--- config.mk ---
export PLATFORM = sky130hd
export DESIGN_NAME = hazard_ctrl_unit
export DESIGN_NICKNAME = d
export VERILOG_FILES = /design/src/rtl/hazard_pkg.sv /design/src/rtl/hazard_ctrl_unit.sv
export SDC_FILE = /design/constraint.sdc
export NUM_CORES = 1
export LEC_CHECK = 0
export BUFFER_PORTS_ARGS = -buffer_cell sky130_fd_sc_hd__buf_2
export CORE_AREA = 2 2 39 41
export CTS_CLUSTER_SIZE = 16
export DETAILED_ROUTE_END_ITERATION = 8
export DIE_AREA = 0 0 41 43
export GPL_TIMING_DRIVEN = 0
export PLACE_DENSITY = 0.58
export SLEW_MARGIN = 20
export SYNTH_ARGS = -nofsm -noshare
export SYNTH_HDL_FRONTEND = slang
export SYNTH_SLANG_ARGS = --single-unit
--- constraint.sdc ---
create_clock -name clk -period 1.2 [get_ports clk]
set_input_delay 0.12 -clock clk [delete_from_list [all_inputs] [get_ports clk]]
set_output_delay 0.12 -clock clk [all_outputs]
set_load 0.02 [all_outputs]
--- src/rtl/hazard_pkg.sv ---
// rtl/hazard_pkg.sv - shared types and defaults for the pipeline hazard controller
package hazard_pkg;

    // Hazard controller states
    typedef enum logic {
        RUN      = 1'b0,
        LU_STALL = 1'b1
    } hz_state_e;

    localparam int REG_AW_DEF = 5;

endpackage

--- src/rtl/hazard_ctrl_unit.sv ---
// rtl/hazard_ctrl_unit.sv - load-use stall, memory-wait freeze and branch flush control (optional HAZARD_STATS_EN stall counter)
module hazard_ctrl_unit
    import hazard_pkg::*;
#(
    parameter int REG_AW   = REG_AW_DEF,
    parameter int LOAD_LAT = 1,
    parameter int STAT_W   = 16
) (
    input  logic              clk,
    input  logic              rst_n,
    input  logic              idex_mem_read,
    input  logic [REG_AW-1:0] idex_rt,
    input  logic [REG_AW-1:0] ifid_rs,
    input  logic [REG_AW-1:0] ifid_rt,
    input  logic              ifid_uses_rt,
    input  logic              branch_taken,
    input  logic              exmem_mem_access,
    input  logic              mem_ready,
    output logic              pc_write,
    output logic              ifid_write,
    output logic              hazard_mux,
    output logic              ifid_flush,
    output logic              pipe_hold
`ifdef HAZARD_STATS_EN
    ,
    output logic [STAT_W-1:0] stall_cnt
`endif
);

    localparam int CNT_W = $clog2(LOAD_LAT + 1);
    localparam logic [CNT_W-1:0] CNT_LOAD = CNT_W'(LOAD_LAT - 1);
    localparam logic [CNT_W-1:0] CNT_ONE  = CNT_W'(1);

    hz_state_e        state_q, state_d;
    logic [CNT_W-1:0] cnt_q, cnt_d;
    logic             dep;
    logic             mem_wait;

    // $zero never carries a real dependency; rt only matters when the ID instruction reads it
    assign dep = idex_mem_read && (idex_rt != '0) &&
                 ((idex_rt == ifid_rs) || (ifid_uses_rt && (idex_rt == ifid_rt)));
    assign mem_wait = exmem_mem_access && !mem_ready;

    // Prioritised enable/flush decode and next-state logic; outputs are same-cycle
    always_comb begin
        state_d    = state_q;
        cnt_d      = cnt_q;
        pc_write   = 1'b1;
        ifid_write = 1'b1;
        hazard_mux = 1'b0;
        ifid_flush = 1'b0;
        pipe_hold  = 1'b0;
        if (!rst_n) begin
            pc_write   = 1'b0;
            ifid_write = 1'b0;
            hazard_mux = 1'b1;
        end else if (mem_wait) begin
            // Whole pipe frozen: stall bookkeeping must not advance
            pipe_hold  = 1'b1;
            pc_write   = 1'b0;
            ifid_write = 1'b0;
        end else if (branch_taken) begin
            // Taken branch kills the ID instruction and aborts any pending load-use stall
            ifid_flush = 1'b1;
            hazard_mux = 1'b1;
            state_d    = RUN;
            cnt_d      = '0;
        end else if (state_q == LU_STALL) begin
            // ID/EX holds a bubble here, so dep is not looked at again
            pc_write   = 1'b0;
            ifid_write = 1'b0;
            hazard_mux = 1'b1;
            cnt_d      = cnt_q - CNT_ONE;
            if (cnt_q == CNT_ONE) begin
                state_d = RUN;
            end
        end else if (dep) begin
            pc_write   = 1'b0;
            ifid_write = 1'b0;
            hazard_mux = 1'b1;
            if (LOAD_LAT > 1) begin
                state_d = LU_STALL;
                cnt_d   = CNT_LOAD;
            end
        end
    end

    // State and remaining-bubble counter
    always_ff @(posedge clk or negedge rst_n) begin
        if (!rst_n) begin
            state_q <= RUN;
            cnt_q   <= '0;
        end else begin
            state_q <= state_d;
            cnt_q   <= cnt_d;
        end
    end

`ifdef HAZARD_STATS_EN
    logic [STAT_W-1:0] stall_cnt_q, stall_cnt_d;

    // Saturating count of cycles spent inserting load-use bubbles
    always_comb begin
        stall_cnt_d = stall_cnt_q;
        if (hazard_mux && !ifid_flush && !mem_wait && (stall_cnt_q != '1)) begin
            stall_cnt_d = stall_cnt_q + STAT_W'(1);
        end
    end

    // Statistics register
    always_ff @(posedge clk or negedge rst_n) begin
        if (!rst_n) begin
            stall_cnt_q <= '0;
        end else begin
            stall_cnt_q <= stall_cnt_d;
        end
    end

    assign stall_cnt = stall_cnt_q;
`else
    logic unused_stat_w;
    assign unused_stat_w = (STAT_W > 0);
`endif

endmodule

# Yosys cells after proc, flatten, opt, wreduce, memory -nomap -nowiden
# Cells that the tools add are included.
# word_totals
ff_bits	2
latch_bits	0
ram_bits	0
mem_bits_ro	0
in_bits	22
output_inout_bits	5
elab_cells	36
memories	0
# classes
n_addsub	1
multipliers	0
div_mod_pow	0
magnitude_cmp	0
n_eq_ne	2
shift	0
n_mux	20
bitwise_logic	1
reduce_logical	10
# op_table
operator	count
1-bit 2-to-1 mux	20
5-bit equality test	2
5-bit nonzero test	1
1-bit logical AND	4
3-bit AND reduction	1
2-bit AND reduction	1
2-bit nonzero test	1
1-bit logical NOT	1
1-bit logical OR	1
1-bit inverter	1
1-bit subtractor, second input constant	1

# Depth between registers and ports, before layout
# depth
depth_word	9
ltp_mapped	5
depth_no_buf	4

# Worst setup path after synthesis
# Ideal clock, no wire load.
# synth_path
kind	input to output
from	input idex_rt[0]
to	output pc_write
arrival_time_ns	1.358
t_required_ns	1.080
setup_slack_ns	-0.278
path_stages	5
path_buffers	1
path_cell_list	or4_1 -> o21a_1 -> nand2b_1 -> o221a_1 -> buf_4
# synth_via
elab_chain_cells	9
word_cells_on_any_way	12
classes_between	eq/ne (2); mux (5); reduce/logical (5)
# synth_lines
element	line	source
start, declared	hazard_ctrl_unit.sv:12	input logic [REG_AW-1:0] idex_rt,
5-bit equality test	hazard_ctrl_unit.sv:41	((idex_rt == ifid_rs) || (ifid_uses_rt && (idex_rt == ifid_rt)));
1-bit logical AND	hazard_ctrl_unit.sv:41	
1-bit logical OR	hazard_ctrl_unit.sv:41	
1-bit logical AND *	hazard_ctrl_unit.sv:40	assign dep = idex_mem_read && (idex_rt != '0) &&
1-bit 2-to-1 mux * (5 in a row)	--	
end, declared	hazard_ctrl_unit.sv:19	output logic pc_write,
# Every way passes the cells marked *; elsewhere a longest branch is shown, timed or not.

# Worst setup path after layout
# layout_path
from	input ifid_rt[2]
to	output pc_write
# layout_via
elab_chain_cells	9
# layout_lines
element	line	source
start, declared	hazard_ctrl_unit.sv:14	input logic [REG_AW-1:0] ifid_rt,
5-bit equality test	hazard_ctrl_unit.sv:41	
1-bit logical AND	hazard_ctrl_unit.sv:41	
1-bit logical OR	hazard_ctrl_unit.sv:41	
1-bit logical AND	hazard_ctrl_unit.sv:40	
1-bit 2-to-1 mux	hazard_ctrl_unit.sv:77	end else if (dep) begin
1-bit 2-to-1 mux	hazard_ctrl_unit.sv:68	end else if (state_q == LU_STALL) begin
1-bit 2-to-1 mux	hazard_ctrl_unit.sv:62	end else if (branch_taken) begin
1-bit 2-to-1 mux	hazard_ctrl_unit.sv:57	end else if (mem_wait) begin
1-bit 2-to-1 mux	hazard_ctrl_unit.sv:53	if (!rst_n) begin
# Every way passes these cells.

==> flow_summary.ini <==
[placement]
pre_cts_ws_ns = -0.397
gp_congestion = 0.628
portBuffers = 26
place_hpwl_um = 621
place_area_sq_um = 457

[layout]
multi_input_area_sq_um = 244
antenna_cells = 0
syn_to_final_growth_pct = 90.4
final-seq-area_sq_um = 50.0
fin_area_sq_um = 548
nFillCells = 141
drive_gt1_frac = 0.552
nNetsFinal = 91

[sta]
max_freq_ghz = 0.655
hold_violations = 0
relSlewSlack = 0.776
fin_crit_sh = 1.27
rsz0062_at_grt = true
slew_viol_final = 0
min_period_ns = 1.53
fin_ws_ns = -0.326
finClkSkew_ns = 0.00398
worstMarginPinSlew_ns = 0.336
setup_viol = 3

[worst_setup_path]
critPathLaunchType = input pin
crit_required_ns = 1.08
cp_max_fo = 2
cp_data_arrival_time_ns = 1.41
worstSetupEndpointType = output port
crit_type = in -> out

[cts]
clockBufferDepth = 2
cts_root_buf = clkbuf_4
cts_tree = built
clock_latency_ns = 0.22
path_clk_slew_ns = 0.03
cts-htree-levels = 1
cts_buffers = 3
clock-sinks = 2

[grt]
grt_use_total = 0.100
antenna_found_initial = 0
globalRouteOverflowTotal = 0
grt_max_degree = 8
grt_pass1_wl_um = 1210
first_global_vias = 335

[flow_run]
maxCapViolCount = 0

[route]
vias = 364
drc_errors = 0
finalWirelength_um = 781
dr.pass1.iters = 2
wire_per_inst_um = 9.41
drt_iter0_markers = 4
via_per_inst = 4.39
antenna_left = 0

[synthesis]
syn_area_sq_um = 288
yosysWarnings = 0
synth_cell_type_count = 21
synth-seq-cells = 2
syn_nets = 58
syn_avg_cell_area_sq_um = 7.99
yosysSeqAreaShare = 0.174
syn-instance-count = 36

[floorplanning]
rows = 14
ioPinCount = 27
die_area_sq_mm = 0.00176
core_area_sq_mm = 0.00138
initial_core_util = 0.208
die_w_um = 41
die_h_um = 43

[power]
combPwrFrac = 0.457
clkPwrFrac = 0.345
peakVddDrop_mv = 0.469
p_sw_mw = 0.124
p_leak_nw = 0.269
p_per_area_mw_per_mm2 = 764
p_sw_frac = 0.296
pwr-share-seq = 0.198
p_int_mw = 0.295
power_mw = 0.419

[run_status]
status = finished, violations left
violations = negative setup slack

[worst_hold_path]
min_path_type = in -> reg
## timing repair
item,CTS,global route
hold endpoints to repair,2,0
endpoints found under the setup margin,3,3
buffers inserted,1,0
gates resized for setup,6,5
pin swaps,5,6
gates cloned,0,0
hold buffers,1,0
## metrics by stage
step | setup TNS, ns | std cells | hold WS (ns) | utilization
after floorplan | -0.234 | 36 | -0.176 | -
after global placement | -1.06 | 78 | -0.0583 | 0.330
after detailed placement | -1.07 | 78 | -0.0569 | 0.330
after CTS | -0.976 | 83 | 0.185 | 0.380
after global routing | -1.00 | 83 | 0.202 | 0.396
final | -0.856 | 83 | 0.189 | 0.396
## final timing paths
| path | startpoint | endpoint | slack, ns | depth (start not counted) |
|---|---|---|---|---|
| worst max-delay path | ifid_rt[2] | pc_write | -0.33 | 7 |
| worst min-delay path | branch_taken | cnt_q | 0.19 | 2 |
| worst max register to register | cnt_q | cnt_q | 0.21 | 4 |
| worst min register to register | cnt_q | state_q | 0.53 | 2 |
| max in group asynchronous | rst_n | cnt_q | 0.78 | 2 |
| min in group asynchronous | rst_n | state_q | 0.30 | 2 |
## layout by cell type, fill, tap and decap left out, types with 2 or more instances in the layout
cell type and instances:
buf_2 20, buf_6 6, clkbuf_4 3, dfrtp_1 2
inv_1 3, nand2b_1 2, nor2_1 3, xor2_1 9
## final cells by class
| type | instances | share of cell area |
|---|---|---|
| Clock buffer | 3 | 0.0411 |
| Inverter | 3 | 0.0205 |
| Tap cell | 16 | 0.0365 |
| Buffer | 1 | 0.0205 |
| Timing Repair Buffer | 28 | 0.345 |
| Multi-Input combinational cell | 30 | 0.445 |
| Sequential cell | 2 | 0.0913 |
## routing by layer
layer / global-route usage / vias up / wire [um]
met3: 0.0314 / 0 / 73
met4: 0.0600 / 0 / 0
met5: 0 / - / 0
met2: 0.159 / 15 / 413
met1: 0.109 / 157 / 294
li1: - / 192 / -
## registers in the layout, indices dropped and copies added (netlist names)
name and flops:
cnt_q 1, state_q 1
## cell families (layout without fill, tap and decap cells)
group / after synthesis / in the layout / synth area share
and+or+nand+nor: 13 / 13 / 0.252
xor gates and xnor gates: 10 / 10 / 0.304
AOI/OAI and AO/OA: 6 / 6 / 0.165
buffers and inverters: 4 / 35 / 0.0652
DFF: 2 / 2 / 0.174
muxes: 1 / 1 / 0.0391
## critical path, stage by stage
cell and delay (ns):
buf_6 0.09, xor2_1 0.14, nor4_1 0.32, a32oi_1 0.22
o221a_4 0.28, buf_6 0.11, buf_6 0.12
## cells in the mapped netlist, drive strengths merged
cell type  instances  share of area
mux2               1          0.039
buf                1          0.026
xnor2              1          0.030
inv                3          0.039
and2               1          0.022
dfrtp              2           0.17
nand2b             2          0.043
a311oi             1          0.030
nor2               3          0.039
nor3               1          0.017
o221a              1          0.039
and3               1          0.022
or4                1          0.026
xor2               9           0.27
nor4               2          0.043
or2                1          0.022
a32oi              1          0.030
o21a               1          0.026
nand3              1          0.017
a21oi              1          0.017
o22ai              1          0.022
## power groups by stage
stage | registers, mW | logic (mW) | clock network (mW)
floorplan | 0.0824 | 0.102 | 0
global placement | 0.0832 | 0.168 | 0
detailed placement | 0.0838 | 0.169 | 0
CTS | 0.0831 | 0.186 | 0.153
global route | 0.0844 | 0.211 | 0.159
finish | 0.0829 | 0.191 | 0.145
(Power assumes the default switching activity.)
